[config.mk]
export PLATFORM = sky130hd
export DESIGN_NAME = fitof
export DESIGN_NICKNAME = d
export VERILOG_FILES = /design/src/rtl/fitof.sv
export SDC_FILE = /design/constraint.sdc
export NUM_CORES = 1
export LEC_CHECK = 0
export ABC_AREA = 1
export ABC_CLOCK_PERIOD_IN_PS = 2940
export BUFFER_PORTS_ARGS = -buffer_cell sky130_fd_sc_hd__buf_4
export CORE_MARGIN = 3
export CORE_UTILIZATION = 50
export DETAILED_ROUTE_END_ITERATION = 16
export PLACE_DENSITY = 0.8
export SLEW_MARGIN = 20
export SYNTH_ARGS = -nofsm -noshare
export SYNTH_HDL_FRONTEND = slang
export SYNTH_SLANG_ARGS = --single-unit
[constraint.sdc]
create_clock -name sys_clk -period 2.94 [get_ports sys_clk]
set_input_delay 0.147 -clock sys_clk [delete_from_list [all_inputs] [get_ports sys_clk]]
set_output_delay 0.147 -clock sys_clk [all_outputs]
set_load 0.02 [all_outputs]
[src/rtl/fitof.sv]
// Three-stage pipelined int32 -> IEEE-754 single converter, round-to-nearest-even.
// Define ITOF_UNSIGNED_EN to add the is_unsigned input and the inexact output.
module fitof (
    input  logic        sys_clk,
    input  logic        rstn,
    input  logic        stage1_valid,
    input  logic [31:0] x,
`ifdef ITOF_UNSIGNED_EN
    input  logic        is_unsigned,
`endif
    input  logic        stall,
    output logic [31:0] y,
    output logic        out_valid,
`ifdef ITOF_UNSIGNED_EN
    output logic        inexact,
`endif
    output logic        busy
);

    // Stage 1: sign / magnitude
    logic        treat_signed;
    logic        s1_sign_d;
    logic [31:0] s1_mag_d;
    logic        s1_valid_q;
    logic        s1_sign_q;
    logic [31:0] s1_mag_q;

`ifdef ITOF_UNSIGNED_EN
    assign treat_signed = ~is_unsigned;
`else
    assign treat_signed = 1'b1;
`endif

    assign s1_sign_d = treat_signed & x[31];
    // 0x80000000 negates to itself, which is the right unsigned magnitude
    assign s1_mag_d  = s1_sign_d ? (~x + 32'd1) : x;

    always_ff @(posedge sys_clk or negedge rstn) begin
        if (!rstn) begin
            s1_valid_q <= 1'b0;
            s1_sign_q  <= 1'b0;
            s1_mag_q   <= 32'd0;
        end else if (!stall) begin
            s1_valid_q <= stage1_valid;
            s1_sign_q  <= s1_sign_d;
            s1_mag_q   <= s1_mag_d;
        end
    end

    // Stage 2: normalize
    logic [4:0]  lz;
    logic [31:0] norm;
    logic        s2_zero_d;
    logic [7:0]  s2_exp_d;
    logic        s2_valid_q;
    logic        s2_sign_q;
    logic        s2_zero_q;
    logic [7:0]  s2_exp_q;
    logic [30:0] s2_frac_q;

    always_comb begin
        lz = 5'd31;
        for (int i = 0; i < 32; i++) begin
            if (s1_mag_q[i]) begin
                lz = 5'(31 - i);
            end
        end
    end

    assign norm      = s1_mag_q << lz;
    assign s2_zero_d = (s1_mag_q == 32'd0);
    assign s2_exp_d  = 8'd158 - {3'b000, lz};

    // norm[31] is the implicit leading one and need not be stored
    always_ff @(posedge sys_clk or negedge rstn) begin
        if (!rstn) begin
            s2_valid_q <= 1'b0;
            s2_sign_q  <= 1'b0;
            s2_zero_q  <= 1'b0;
            s2_exp_q   <= 8'd0;
            s2_frac_q  <= 31'd0;
        end else if (!stall) begin
            s2_valid_q <= s1_valid_q;
            s2_sign_q  <= s1_sign_q;
            s2_zero_q  <= s2_zero_d;
            s2_exp_q   <= s2_exp_d;
            s2_frac_q  <= norm[30:0];
        end
    end

    // Stage 3: round / pack
    logic [22:0] mant;
    logic        guard;
    logic        sticky;
    logic        round_up;
    logic [30:0] packed_mag;
    logic [31:0] y_d;
    logic        inexact_d;
    logic [31:0] y_q;
    logic        out_valid_q;
    logic        inexact_q;

    assign mant       = s2_frac_q[30:8];
    assign guard      = s2_frac_q[7];
    assign sticky     = |s2_frac_q[6:0];
    assign round_up   = guard & (sticky | mant[0]);
    // Mantissa carry ripples into the exponent field; e never exceeds 159
    assign packed_mag = {s2_exp_q, mant} + {30'd0, round_up};
    assign y_d        = (s2_valid_q && !s2_zero_q) ? {s2_sign_q, packed_mag} : 32'd0;
    assign inexact_d  = s2_valid_q & (guard | sticky);

    always_ff @(posedge sys_clk or negedge rstn) begin
        if (!rstn) begin
            out_valid_q <= 1'b0;
            y_q         <= 32'd0;
            inexact_q   <= 1'b0;
        end else if (!stall) begin
            out_valid_q <= s2_valid_q;
            y_q         <= y_d;
            inexact_q   <= inexact_d;
        end
    end

    assign y         = y_q;
    assign out_valid = out_valid_q;
    assign busy      = s1_valid_q | s2_valid_q | out_valid_q;

`ifdef ITOF_UNSIGNED_EN
    assign inexact = inexact_q;
`else
    logic unused_inexact;
    assign unused_inexact = inexact_q;
`endif

endmodule

Word-level counts from Yosys, hierarchy flattened
Index checks and enable logic that the tools add are counted.
Storage, ports and cells
  register bits after elaboration: 109
  bits in latches: 0
  RAM bits: 0
  ROM bits: 0
  bits of input ports: 36
  output and inout bits: 34
  word-level logic and storage cells: 56
  memories: 0
Operators by class
  add/subtract/negate cells: 3
  multiply operators: 0
  div/mod/pow operators: 0
  magnitude comparators: 0
  equal/unequal tests: 0
  shift-type cells: 1
  mux-type cells: 33
  bitwise gates (word level): 5
  reductions and logical operators: 4
Operators by type and width (count)
  $mux W5: 29
  $mux W32: 2
  $add A32 B1 Y32 const B: 1
  $logic_not A32 Y1: 1
  $not A32 Y32: 1
  $shl A32 B5 Y31: 1
  $add A31 B1 Y31: 1
  $sub A8 B5 Y8 const A: 1
  $reduce_or A7 Y1: 1
  $or A1 B1 Y1: 3
  $mux W2: 1
  $and A1 B1 Y1: 1
  $logic_and A1 B1 Y1: 1
  $logic_not A1 Y1: 1
  $mux W1: 1

Depth between registers and ports, before layout
  depth after elaboration: 32
  gate-level depth with buffers: 38
  gate-level depth less buffers: 37

Least setup slack after synthesis
OpenSTA, ideal clock, no wires.
  path kind: register -> register
  start point: register s2_frac_q[8]
  end point: register y_q[30] (netlist: y[30])
  library setup time: 0.121 ns
  arrival time: 2.815 ns
  data required time: 2.819 ns
  path slack: 0.003 ns
  stages on the path, launching flop included: 27
  path buffers: 0
  period minus slack after synthesis: 2.937 ns
  cell sequence: dfrtp_1 -> nand2_1 -> inv_2 -> ha_1 -> nand2_2 -> nor2_2 -> nand2_1 -> nor4_2 -> nand2_1 -> nor3_1 -> inv_1 -> nor2_2 -> nand2_1 -> nor2_2 -> nand3_1 -> nor2_1 -> nand2_1 -> nor2_2 -> nand4_2 -> nor2_2 -> nand4_1 -> nor2_1 -> nand2_1 -> nor2_2 -> nand2_1 -> nand2_1 -> o21ai_1
On the way
  longest elaborated chain between the ends: 4
Ends and longest elaborated chain
  start: declaration: RTL line 59  | logic [30:0] s2_frac_q;
  start signal: assignment: RTL line 87  | s2_frac_q <= norm[30:0];
  $or A1 B1 Y1: RTL line 106  | assign round_up = guard & (sticky | mant[0]);
  $and A1 B1 Y1: RTL line 106
  $add A31 B1 Y31 *: RTL line 108  | assign packed_mag = {s2_exp_q, mant} + {30'd0, round_up};
  $mux W32 *: RTL line 109  | assign y_d = (s2_valid_q && !s2_zero_q) ? {s2_sign_q, packed_mag} : 32'd0;
  end signal: assignment: RTL line 119  | y_q <= y_d;
  end: declaration: RTL line 99  | logic [31:0] y_q;
Every way passes the cells marked *; elsewhere a longest branch is shown, timed or not.
A chain may end at the register's enable or synchronous reset.

Worst setup path in the final report
  start point: register s1_mag_q[2]
  end point: register s2_frac_q[23]
On the way
  longest elaborated chain between the ends: 31
Ends and longest elaborated chain
  start: declaration: RTL line 26  | logic [31:0] s1_mag_q;
  start signal: assignment: RTL line 46  | s1_mag_q <= s1_mag_d;
  $mux W2: RTL line 64  | if (s1_mag_q[i]) begin
  $mux W5 (29 in series): RTL line 64
  $shl A32 B5 Y31 *: RTL line 70  | assign norm = s1_mag_q << lz;
Marks and branches as above.

==> metrics.md <==
| Metric | Value |
|---|---|
| Multiplexer share of the synthesized area | 0% |
| Most common cell after layout, fill and taps aside | nand2_1 |
| Core Footprint | 0.01356 mm2 |
| Switching power share of the total | 45.80% |
| Syn avg cell area | 7.027 um2 |
| CTS tree | built |
| Adder-Cell Fraction of Synth Area | 0.5310% |
| Worst path required time | 3.24 ns |
| Most frequent cells in the layout | nand2_1 (163), buf_4 (153), nand3_2 (113), dfrtp_1 (107), inv_1 (89) |
| Status | finished with violations |
| Footprint of the multi-input gates | 0.005749 mm2 |
| Worst path top cell family by delay | simple AND/OR/NAND/NOR gates |
| Post-synth top area share | 38.58% |
| Clock root buffer | clkbuf_16 |
| Setup-failing EPs final | 47 |
| Part of the power in combinational logic | 48.7% |
| Yosys reg bits | 109 |
| Post-synthesis sequential area ratio | 38.58% |
| Dpl hpwl | 14.28 mm |
| CTS Buffer Depth | 2 |
| Initial Utilization | 52.14% |
| RSZ-0062 raised after global routing | yes |
| Drc violations | 0 |
| Post-layout min period | 3.629 ns |
| Tcrit/Tclk final | 123.4% |
| Antenna Nets Post-Route | 0 |
| Detailed-route wire length per cell | 24.48 um |
| Main combinational cell family by area after synthesis | simple AND/OR/NAND/NOR gates |
| Antenna cells | 0 |
| Slowest CP cell | dfrtp_1 |
| Critical Path AT | 3.93 ns |
| Vias per inst | 6.751 |
| DIE HEIGHT | 124.9 um |
| Fillers | 772 |
| Final worst slack | -0.6888 ns |
| Worst-path fanout max | 7 |
| Failing checks | negative setup slack |
| Hold Crit Class | in2reg |
| Synth warn | 0 |
| Post-synthesis cell area | 0.007069 mm2 |
| Netlist cell types | 42 |
| Gpl congestion | 1.010 |
| Fraction of layout cells with a size suffix above 1 | 40.79% |
| First-pass GRT wire length | 33.80 mm |
| P&R area growth vs syn | 53.66% |
| Total power | 6.461 mW |
| Critical Path Start Type | register |
| Measured slew at the worst slew-check pin | 0.7362 ns |
| Critical path class | reg2reg |
| Top cell by count, worst path | nand2_1 |
| Clock sink count | 109 |
| Iteration-0 DRC Markers | 1,522 |
| Fin. max-slew vios | 0 |
| Register area | 0.002730 mm2 |
| Drt pass-1 iters | 10 |
| Mapped Cells | 1,006 |
| Top post-synthesis cells by area | dfrtp_1 (39%), nand3_1 (17%), nand2_1 (11%) |
| Vias in the first global route | 6,988 |
| Switching pwr | 2.959 mW |
| Worst Skew | 0.006200 ns |
| Leakage Power | 4.796 nW |
| VDD IR max | 301.2 uV |
| Final core occ | 80.12% |
| Compound-Gate Fraction of Synth Area | 12.44% |
| Sequential Power Share | 32.5% |
| Drt total wl | 32.33 mm |
| Pre-CTS setup slack | -0.2825 ns |
| Htree depth | 3 |
| Pwr Density | 594.8 mW/mm2 |
| TritonCTS buffer count | 9 |
| CP bufs+invs | 3 |
| Clk pwr share | 18.8% |
| Clk slew on worst S/H paths | 0.08 ns |
| # port buffers | 69 |
| Hold Vio Cnt, Final | 0 |
| Top cell type by total area after synthesis | dfrtp_1 |
| Largest net degree at the start of global routing | 82 |
| Via count | 8,918 |
| Syn nets | 1,045 |
| Rel. slew slack | 50.92% |
| Internal cell power | 3.502 mW |
| Total GRT Usage | 25.80% |
| Synth Area in Simple Gates | 38.12% |
| Max stage delay on crit path | 0.39 ns |
| Row cnt | 42 |
| Worst hold margin | 0.06992 ns |
| Die ar. | 0.01560 mm2 |
| Max-cap violations | 0 |
| Die width | 124.9 um |
| IO Pins | 70 |
| Nets@finish | 1,179 |
| Worst-Skew Late Latency | 0.37 ns |
| Grt ovf | 0 |
| Initial antenna violation count | 0 |
| FMAX | 275.6 MHz |
| Synth Area in XOR/XNOR | 2.354% |
| CP endpoint kind | register |
repair_timing:
item / in CTS / in global routing
pin swaps: 5 / 108
buffers inserted: 12 / 27
endpoints found under the setup margin: 25 / 52
gates cloned: 2 / 4
hold endpoints to repair: 12 / 0
hold buffers: 2 / 0
gates resized for setup: 28 / 371
cells by family (layout without fill, tap and decap cells):
group | count (synthesis) | count (layout)
and+or+nand+nor | 573 | 573
AOI/OAI and AO/OA | 153 | 153
buffers and inverters | 149 | 288
DFF | 109 | 109
xor gates and xnor gates | 19 | 19
adders and majority gates | 3 | 3
metrics by stage:
| stage | setup TNS, ns | std cells | instance area (um2) |
|---|---|---|---|
| finish | -19.88 | 1321 | 10860 |
| global route | -30.14 | 1321 | 10860 |
| CTS | -0.3352 | 1290 | 8653 |
| detailed placement | -1.146 | 1258 | 8092 |
| global placement | -0.2417 | 1258 | 8092 |
| floorplan | 0 | 1006 | 7069 |
metal layers:
metal  vias up  part of all wire (%)  track usage, %  wire length, um
li1       3712                     -               -                -
met1      4110                    32           33.88            10450
met2       794                    45           43.48            14600
met3       302                    12           3.988             3958
met4         0                    10           9.247             3323
met5         -                     0               0                0
tightest hold or removal path: cells and delay by family:
kind,cells,cell delay (ns)
AO/OA/AOI/OAI,2,0.16
buffers and inverters,1,0.09
Yosys cell counts (all sizes together):
| master | n |
|---|---|
| nand3b | 1 |
| nor2 | 69 |
| a22oi | 2 |
| nand3 | 251 |
| clkinv | 3 |
| inv | 95 |
| nand4 | 11 |
| a31oi | 6 |
| or2 | 1 |
| o311ai | 1 |
| o21ai | 83 |
| buf | 5 |
| a21oi | 33 |
| nor4 | 10 |
| dfrtp | 109 |
| o211ai | 3 |
| a41oi | 1 |
| o21bai | 2 |
| xnor2 | 12 |
| ha | 3 |
| a32o | 8 |
| nor3 | 14 |
| clkbuf | 46 |
| o22ai | 2 |
| xor2 | 7 |
| o31ai | 9 |
| o41ai | 1 |
| nand2 | 211 |
| a22o | 2 |
| nor3b | 5 |
worst paths after layout:
path,from,end,slack (ns),cells after the start
max in group asynchronous,rstn,s1_mag_q[21],1.82,3
worst max-delay path,s1_mag_q[2],s2_frac_q[23],-0.69,37
min in group asynchronous,rstn,y[28],0.38,2
worst min register to register,y[22],y[22],0.49,2
worst max register to register,s1_mag_q[2],s2_frac_q[23],-0.69,37
worst min-delay path,x[14],s1_mag_q[14],0.07,3
power groups by stage:
| stage | sequential (mW) | clock (mW) | combinational, mW |
|---|---|---|---|
| final | 2.10 | 1.22 | 3.15 |
| after global routing | 2.12 | 1.27 | 3.28 |
| after CTS | 2.01 | 1.21 | 1.85 |
| after detailed placement | 2.03 | 0 | 1.73 |
| after global placement | 2.02 | 0 | 1.71 |
| after floorplan | 2.06 | 0 | 1.04 |
area by class of cell:
type / instances / share of cell area (%)
well taps: 176 / 2.027
inverters: 98 / 3.386
clock buffers: 11 / 2.327
repair buffers: 174 / 13.89
flip-flops and latches: 109 / 25.13
multi-input cells: 748 / 52.93
clock inverters: 5 / 0.3110
registers in the layout, indices dropped and copies added (netlist names):
name	flops
s1_mag_q	32
y	32
s2_frac_q	31
s2_exp_q	8
out_valid	1
s1_sign_q	1
s1_valid_q	1
s2_sign_q	1
s2_valid_q	1
s2_zero_q	1
No activity file was read; power rests on OpenSTA's default activity.
